File: config.mk
export PLATFORM = sky130hd
export DESIGN_NAME = bus_frame_receiver
export DESIGN_NICKNAME = d
export VERILOG_FILES = /design/src/rtl/bus_frame_receiver.sv
export SDC_FILE = /design/constraint.sdc
export NUM_CORES = 1
export LEC_CHECK = 0
export CORE_MARGIN = 4
export CORE_UTILIZATION = 49
export DETAILED_ROUTE_END_ITERATION = 6
export PLACE_DENSITY = 0.76
export SKIP_LAST_GASP = 1
export SLEW_MARGIN = 20
export SYNTH_ARGS = -nofsm -noshare
export SYNTH_HDL_FRONTEND = slang
export SYNTH_SLANG_ARGS = --single-unit
File: constraint.sdc
create_clock -name clock -period 1.7 [get_ports clock]
set_clock_uncertainty 0.1 [all_clocks]
set_input_delay 0.255 -clock clock [delete_from_list [all_inputs] [get_ports clock]]
set_output_delay 0.255 -clock clock [all_outputs]
set_load 0.01 [all_outputs]
File: src/rtl/bus_frame_receiver.sv
// Serial bus frame receiver: deframes start|src|dst|data|crc frames (MSB first), checks CRC-4,
// filters on destination address and presents accepted payloads with saturating counters.

`timescale 1ns/1ps

module bus_frame_receiver #(
  parameter logic [3:0]  MY_ADDR = 4'd1,
  parameter bit          PROMISC = 1'b0,
  parameter int unsigned DATA_W  = 64
) (
  input  logic              clock,
  input  logic              reset,
  input  logic              bus_in,
  output logic              rx_valid,
  output logic [DATA_W-1:0] rx_data,
  output logic [3:0]        rx_src,
  output logic              crc_err,
  output logic              busy,
  output logic [7:0]        good_cnt,
  output logic [7:0]        err_cnt
);

  localparam logic [5:0] NibbleLast = 6'd3;
  localparam logic [5:0] DataLast   = 6'(DATA_W - 1);

  typedef enum logic [2:0] {
    StIdle,
    StSrc,
    StDst,
    StData,
    StCrc,
    StDone
  } state_e;

  state_e state_q, state_d;

  logic [5:0]        cnt_q;
  logic [3:0]        src_q;
  logic [3:0]        dst_q;
  logic [DATA_W-1:0] data_q;
  logic [3:0]        crc_rx_q;
  logic [3:0]        crc_q, crc_d;
  logic              crc_fb;

  logic              rx_valid_q;
  logic              crc_err_q;
  logic [DATA_W-1:0] rx_data_q;
  logic [3:0]        rx_src_q;
  logic [7:0]        good_cnt_q;
  logic [7:0]        err_cnt_q;

  logic field_last;
  logic start;
  logic shift_en;
  logic crc_en;
  logic crc_ok;
  logic addr_ok;
  logic accept;
  logic crc_bad;

  // Last bit of the current field: 4-bit fields end at count 3, the payload at DATA_W-1.
  always_comb begin
    field_last = 1'b0;
    unique case (state_q)
      StSrc, StDst, StCrc: field_last = (cnt_q == NibbleLast);
      StData:              field_last = (cnt_q == DataLast);
      default:             field_last = 1'b0;
    endcase
  end

  assign crc_fb = bus_in ^ crc_q[3];
  assign crc_d  = {crc_q[2:0], 1'b0} ^ (crc_fb ? 4'b0011 : 4'b0000);

  assign crc_ok  = (crc_q == crc_rx_q);
  assign addr_ok = (dst_q == MY_ADDR) || PROMISC;

  // State register
  always_ff @(posedge clock) begin
    if (reset) begin
      state_q <= StIdle;
    end else begin
      state_q <= state_d;
    end
  end

  // Next-state logic
  always_comb begin
    state_d = state_q;
    unique case (state_q)
      StIdle:  if (bus_in)     state_d = StSrc;
      StSrc:   if (field_last) state_d = StDst;
      StDst:   if (field_last) state_d = StData;
      StData:  if (field_last) state_d = StCrc;
      StCrc:   if (field_last) state_d = StDone;
      StDone:                  state_d = StIdle;
      default:                 state_d = StIdle;
    endcase
  end

  // FSM decoded controls
  always_comb begin
    busy     = 1'b0;
    start    = 1'b0;
    shift_en = 1'b0;
    crc_en   = 1'b0;
    accept   = 1'b0;
    crc_bad  = 1'b0;
    unique case (state_q)
      StIdle: begin
        start = bus_in;
      end
      StSrc, StDst, StData: begin
        busy     = 1'b1;
        shift_en = 1'b1;
        crc_en   = 1'b1;
      end
      StCrc: begin
        busy     = 1'b1;
        shift_en = 1'b1;
      end
      StDone: begin
        busy    = 1'b1;
        accept  = crc_ok && addr_ok;
        crc_bad = !crc_ok;
      end
      default: begin
        busy = 1'b0;
      end
    endcase
  end

  // Field shifting, CRC accumulation and the bit counter
  always_ff @(posedge clock) begin
    if (reset) begin
      cnt_q    <= '0;
      src_q    <= '0;
      dst_q    <= '0;
      data_q   <= '0;
      crc_rx_q <= '0;
      crc_q    <= '0;
    end else begin
      if (shift_en) begin
        cnt_q <= field_last ? 6'd0 : cnt_q + 6'd1;
      end else begin
        cnt_q <= '0;
      end

      if (start) begin
        crc_q <= '0;
      end else if (crc_en) begin
        crc_q <= crc_d;
      end

      if (state_q == StSrc) begin
        src_q <= {src_q[2:0], bus_in};
      end
      if (state_q == StDst) begin
        dst_q <= {dst_q[2:0], bus_in};
      end
      if (state_q == StData) begin
        data_q <= {data_q[DATA_W-2:0], bus_in};
      end
      if (state_q == StCrc) begin
        crc_rx_q <= {crc_rx_q[2:0], bus_in};
      end
    end
  end

  // Result registers: pulses last one cycle, payload/source hold until the next accept.
  always_ff @(posedge clock) begin
    if (reset) begin
      rx_valid_q <= 1'b0;
      crc_err_q  <= 1'b0;
      rx_data_q  <= '0;
      rx_src_q   <= '0;
      good_cnt_q <= '0;
      err_cnt_q  <= '0;
    end else begin
      rx_valid_q <= accept;
      crc_err_q  <= crc_bad;
      if (accept) begin
        rx_data_q <= data_q;
        rx_src_q  <= src_q;
        if (good_cnt_q != 8'hFF) begin
          good_cnt_q <= good_cnt_q + 8'd1;
        end
      end
      if (crc_bad && (err_cnt_q != 8'hFF)) begin
        err_cnt_q <= err_cnt_q + 8'd1;
      end
    end
  end

  assign rx_valid = rx_valid_q;
  assign crc_err  = crc_err_q;
  assign rx_data  = rx_data_q;
  assign rx_src   = rx_src_q;
  assign good_cnt = good_cnt_q;
  assign err_cnt  = err_cnt_q;

endmodule

==> Flow_metrics.wiki <==
{| class="wikitable"
! Metric !! Value
|-
| Post-synth ARST share || 0%
|-
| CP peak stage delay || approximately 0.43 ns
|-
| Maximum vdd drop || around 580 uV
|-
| Share of the cycle needed by the critical path after routing || 113.1%
|-
| Hold bufs inserted after CTS || 0
|-
| Data arrival time of the critical path || 2.19 ns
|-
| Max capacitance violation total || 0
|-
| Unrepaired setup endpoints after global routing || yes
|-
| Result of the run || complete, but fails checks
|-
| Peak fanout along the critical path || 5
|-
| Worst Hold Class || input pin to flip-flop
|-
| Max transition margin || 62.38%
|-
| Maximum level of the CTS H-tree || 4
|-
| Floorplan row count || 41
|-
| Worst slack after detailed placement || -0.1699 ns
|-
| Number of nets in the layout || around 900
|-
| Total detailed-routing wirelength || ~18 mm
|-
| Cell area after placement || 0.007686 mm^2
|-
| Capturing point of the worst reg2reg path || good_cnt[5]$_SDFFE_PP0P_
|-
| Sequential cell area fraction in the yosys report || 54.45%
|-
| Wire length of the first global-routing pass || 24.54 mm
|-
| CTS clock-pin slew for the worst setup and hold paths || ~0.070 ns
|-
| Number of distinct library cells after synthesis || 41
|-
| GRT Overall Usage || 20.31%
|-
| Worst setup margin || -0.2230 ns
|-
| Top-level port count || 90
|-
| Required time reported for the critical path endpoint || around 2.0 ns
|-
| Startpoint Class || flip-flop
|-
| Worst r2r path cells || 6
|-
| Layout overhead on the synthesized area || 47.06%
|-
| Number of global-route vias before repair || between 5000 and 6000
|-
| Die outline area || 0.01503 mm^2
|-
| Final core utilization || about three quarters
|-
| Final setup violation count || 92
|-
| Global route total overflow || 0
|-
| Register-to-Register Setup Slack || -0.22 ns
|-
| List of cells traversed by the critical path || xor2_2, nor4_4, buf_4, nand4_1, or3_4, a21oi_2
|-
| Width of the chip || ~120 um
|-
| Clock tree from TritonCTS || built
|-
| Area taken by multi-input logic gates || about 0.0033 mm^2
|-
| Count of flip-flops with a built-in enable after synthesis || 0
|-
| DRC violation count after routing || 0
|-
| Average vias per placed instance || 5.272
|-
| Clock sink count || 175
|-
| Antenna violations before repair || 0
|-
| Critical path's slowest cell || sky130_fd_sc_hd__or3_4
|-
| Placer Congestion || between 0.7 and 0.8
|-
| Syn_nets || 796
|-
| Cell leakage power || 4.160 nW
|-
| Pwr dens || 920.0 mW/mm^2
|-
| Worst Hold Path EP || crc_rx_q[1]$_SDFFE_PP0N_
|-
| Mean instance size in the synthesized netlist || 8.144 um^2
|-
| Final instance area || 0.009462 mm^2
|-
| Violations in the final reports || setup timing
|-
| Violation count after the first detailed-routing iteration || 505
|-
| Final hold viol count || 0
|-
| Depth of the worst hold-timing path || 2
|-
| Routed wire length per instance || 16.09 um
|-
| Shortest clock period the worst path allows after layout || 1.923 ns
|-
| Number of clock buffers inserted by TritonCTS || 17
|-
| Launch point of the worst reg-to-reg path || crc_q[2]$_SDFFE_PP0P_
|-
| Worst hold slack after final layout || between 0.05 and 0.06 ns
|-
| Biggest area contributors in the synthesized netlist || sky130_fd_sc_hd__dfxtp_1 54%, sky130_fd_sc_hd__nand2_1 16%, sky130_fd_sc_hd__a21oi_1 11%
|-
| Most frequently used flop master after synthesis || sky130_fd_sc_hd__dfxtp_1
|-
| Diode insertion count for antenna repair || 0
|-
| Clk Latency, worst-skew pair || 0.43 ns
|-
| Clock Root Buffer || sky130_fd_sc_hd__clkbuf_16
|-
| Number of optimization iterations in the first detailed-route pass || 5
|-
| Total via count after detailed routing || 5810
|-
| Proportion of netlist area held by the largest area contributor || between 50% and 60%
|-
| Fmax || 520.0 MHz
|-
| Number of inserted filler cells in the final layout || 939
|-
| Max-slew violation total from the final report || 0
|-
| Setup crit end kind || flip-flop
|-
| DPL Wire Length || 8.868 mm
|-
| Hold_sp || reset
|-
| Count of port buffers added during placement || 89
|-
| Core Footprint || around 0.013 mm^2
|-
| Setup CP Type || flip-flop to flip-flop
|-
| Synth warn || 0
|-
| Effective utilization at floorplan || 50.57%
|-
| Yosys top cell by area || sky130_fd_sc_hd__dfxtp_1
|-
| Syn Inst Count || 790
|-
| Post-detailed-route count of antenna-violating nets || 0
|-
| Maximum clock path buffer count || 2
|-
| Number of storage elements in the synthesis netlist || 175
|-
| Slew at the pin with the worst max-slew slack || around 0.56 ns
|-
| Maximum number of pins on one net before global-route repair || 119
|-
| Cell area after synthesis || 0.006434 mm^2
|-
| Register Area || 0.003526 mm^2
|-
| DIE HEIGHT || about 120 um
|-
| Fraction of final layout cells sized beyond drive strength 1 || 24.95%
|-
| Total negative slack for setup checks || -11.14 ns
|}
-- registers in the layout, indices dropped and copies added, names as in the netlist --
signal / count
crc_q: 4
state_q: 3
crc_rx_q: 4
data_q: 64
crc_err: 1
src_q: 4
rx_data: 64
rx_valid: 1
cnt_q: 6
good_cnt: 8
err_cnt: 8
rx_src: 4
dst_q: 4
-- logic make-up (layout without fill, tap and decap cells) --
kind of cell               Yosys count  in the layout  share of synthesized area [%]
adders and majority gates            3              3                         0.5835
muxes                               10             10                          1.556
xor gates and xnor gates            19             19                          2.587
and+or+nand+nor                    366            368                          24.02
DFF                                175            175                          54.45
buffers and inverters               58            196                          3.987
AOI/OAI and AO/OA                  159            159                          12.82
-- repair_timing --
item,in CTS,in global routing
pin swaps,1,75
gates resized for setup,51,190
cloned,3,12
endpoints found under the setup margin,107,126
setup buffers,6,10
-- synth_stat cells, types with 4 or more instances --
| cell type | count |
|---|---|
| sky130_fd_sc_hd__xnor2_1 | 8 |
| sky130_fd_sc_hd__xor2_1 | 11 |
| sky130_fd_sc_hd__nand4_1 | 4 |
| sky130_fd_sc_hd__and3_1 | 4 |
| sky130_fd_sc_hd__nor2_2 | 4 |
| sky130_fd_sc_hd__dfxtp_1 | 175 |
| sky130_fd_sc_hd__mux2i_1 | 10 |
| sky130_fd_sc_hd__buf_1 | 6 |
| sky130_fd_sc_hd__a21oi_1 | 145 |
| sky130_fd_sc_hd__or3_1 | 5 |
| sky130_fd_sc_hd__nor2_1 | 33 |
| sky130_fd_sc_hd__a22oi_1 | 4 |
| sky130_fd_sc_hd__clkbuf_1 | 32 |
| sky130_fd_sc_hd__buf_2 | 13 |
| sky130_fd_sc_hd__o21ai_0 | 4 |
| sky130_fd_sc_hd__nand3_1 | 8 |
| sky130_fd_sc_hd__nor3_1 | 8 |
| sky130_fd_sc_hd__nand2_1 | 282 |
-- final cells by class --
cell class	count	share of cell area (%)
flip-flops and latches	175	37.27
repair buffers	161	19.03
clock inverters	15	2.460
well taps	172	2.275
inverters	3	0.1190
clock buffers	17	4.496
multi-input cells	559	34.36
-- placed cells by master, fill, tap and decap left out, types with 15 or more instances in the layout --
| cell type | Yosys | layout |
|---|---|---|
| sky130_fd_sc_hd__a21oi_1 | 145 | 111 |
| sky130_fd_sc_hd__dlymetal6s2s_1 | 0 | 28 |
| sky130_fd_sc_hd__nand2_4 | 0 | 30 |
| sky130_fd_sc_hd__dlygate4sd2_1 | 0 | 29 |
| sky130_fd_sc_hd__buf_4 | 2 | 42 |
| sky130_fd_sc_hd__a21oi_2 | 0 | 34 |
| sky130_fd_sc_hd__dfxtp_1 | 175 | 159 |
| sky130_fd_sc_hd__nor2_1 | 33 | 31 |
| sky130_fd_sc_hd__nand2_1 | 282 | 239 |
| sky130_fd_sc_hd__dfxtp_2 | 0 | 15 |
| sky130_fd_sc_hd__clkdlybuf4s50_1 | 0 | 30 |
| sky130_fd_sc_hd__clkbuf_16 | 0 | 24 |
-- through the flow --
| stage | cells | total power (W) |
|---|---|---|
| global route | 1102 | 0.008963 |
| floorplan | 790 | 0.004329 |
| finish | 1102 | 0.008705 |
| detailed placement | 1042 | 0.004383 |
| global placement | 1042 | 0.004382 |
| CTS | 1082 | 0.008673 |
-- where the power goes --
part | switching, W | internal (W) | total (W)
sequential | 0.00000974 | 0.00411 | 0.00412
clock | 0.00170 | 0.00263 | 0.00433
combinational | 0.000154 | 0.000102 | 0.000256
total | 0.00186 | 0.00684 | 0.00871
-- critical path: cells and delay by family, from the launching register on --
family / cells / cell delay [ns]
AO/OA/AOI/OAI: 1 / 0.11
XOR/XNOR: 1 / 0.18
buffers and inverters: 1 / 0.18
flip-flops: 1 / 0.34
AND/OR/NAND/NOR: 3 / 0.95
-- layer usage --
layer  wire length [um]  up-vias  global-route usage (%)
met5                  0        -                       0
met4                377        0                   6.858
met3                937       33                   5.576
met2               8973      185                   33.42
met1               7438     2745                   25.81
li1                   -     2847                       -
-- how the worst max path moves through the flow --
stage	end	startpoint	cells after the start	slack, ns
6_report	good_cnt[5]$_SDFFE_PP0P_	crc_q[2]$_SDFFE_PP0P_	6	-0.22
5_1_grt	good_cnt[5]$_SDFFE_PP0P_	crc_q[2]$_SDFFE_PP0P_	6	-0.33
4_1_cts	good_cnt[1]$_SDFFE_PP0P_	crc_q[1]$_SDFFE_PP0P_	8	-0.13
3_5_place_dp	good_cnt[1]$_SDFFE_PP0P_	crc_q[2]$_SDFFE_PP0P_	7	-0.17
3_3_place_gp	good_cnt[1]$_SDFFE_PP0P_	crc_q[2]$_SDFFE_PP0P_	7	-0.10
2_1_floorplan	rx_data[53]$_SDFFE_PP0P_	crc_q[2]$_SDFFE_PP0P_	8	-0.007
(Power assumes the default switching activity.)
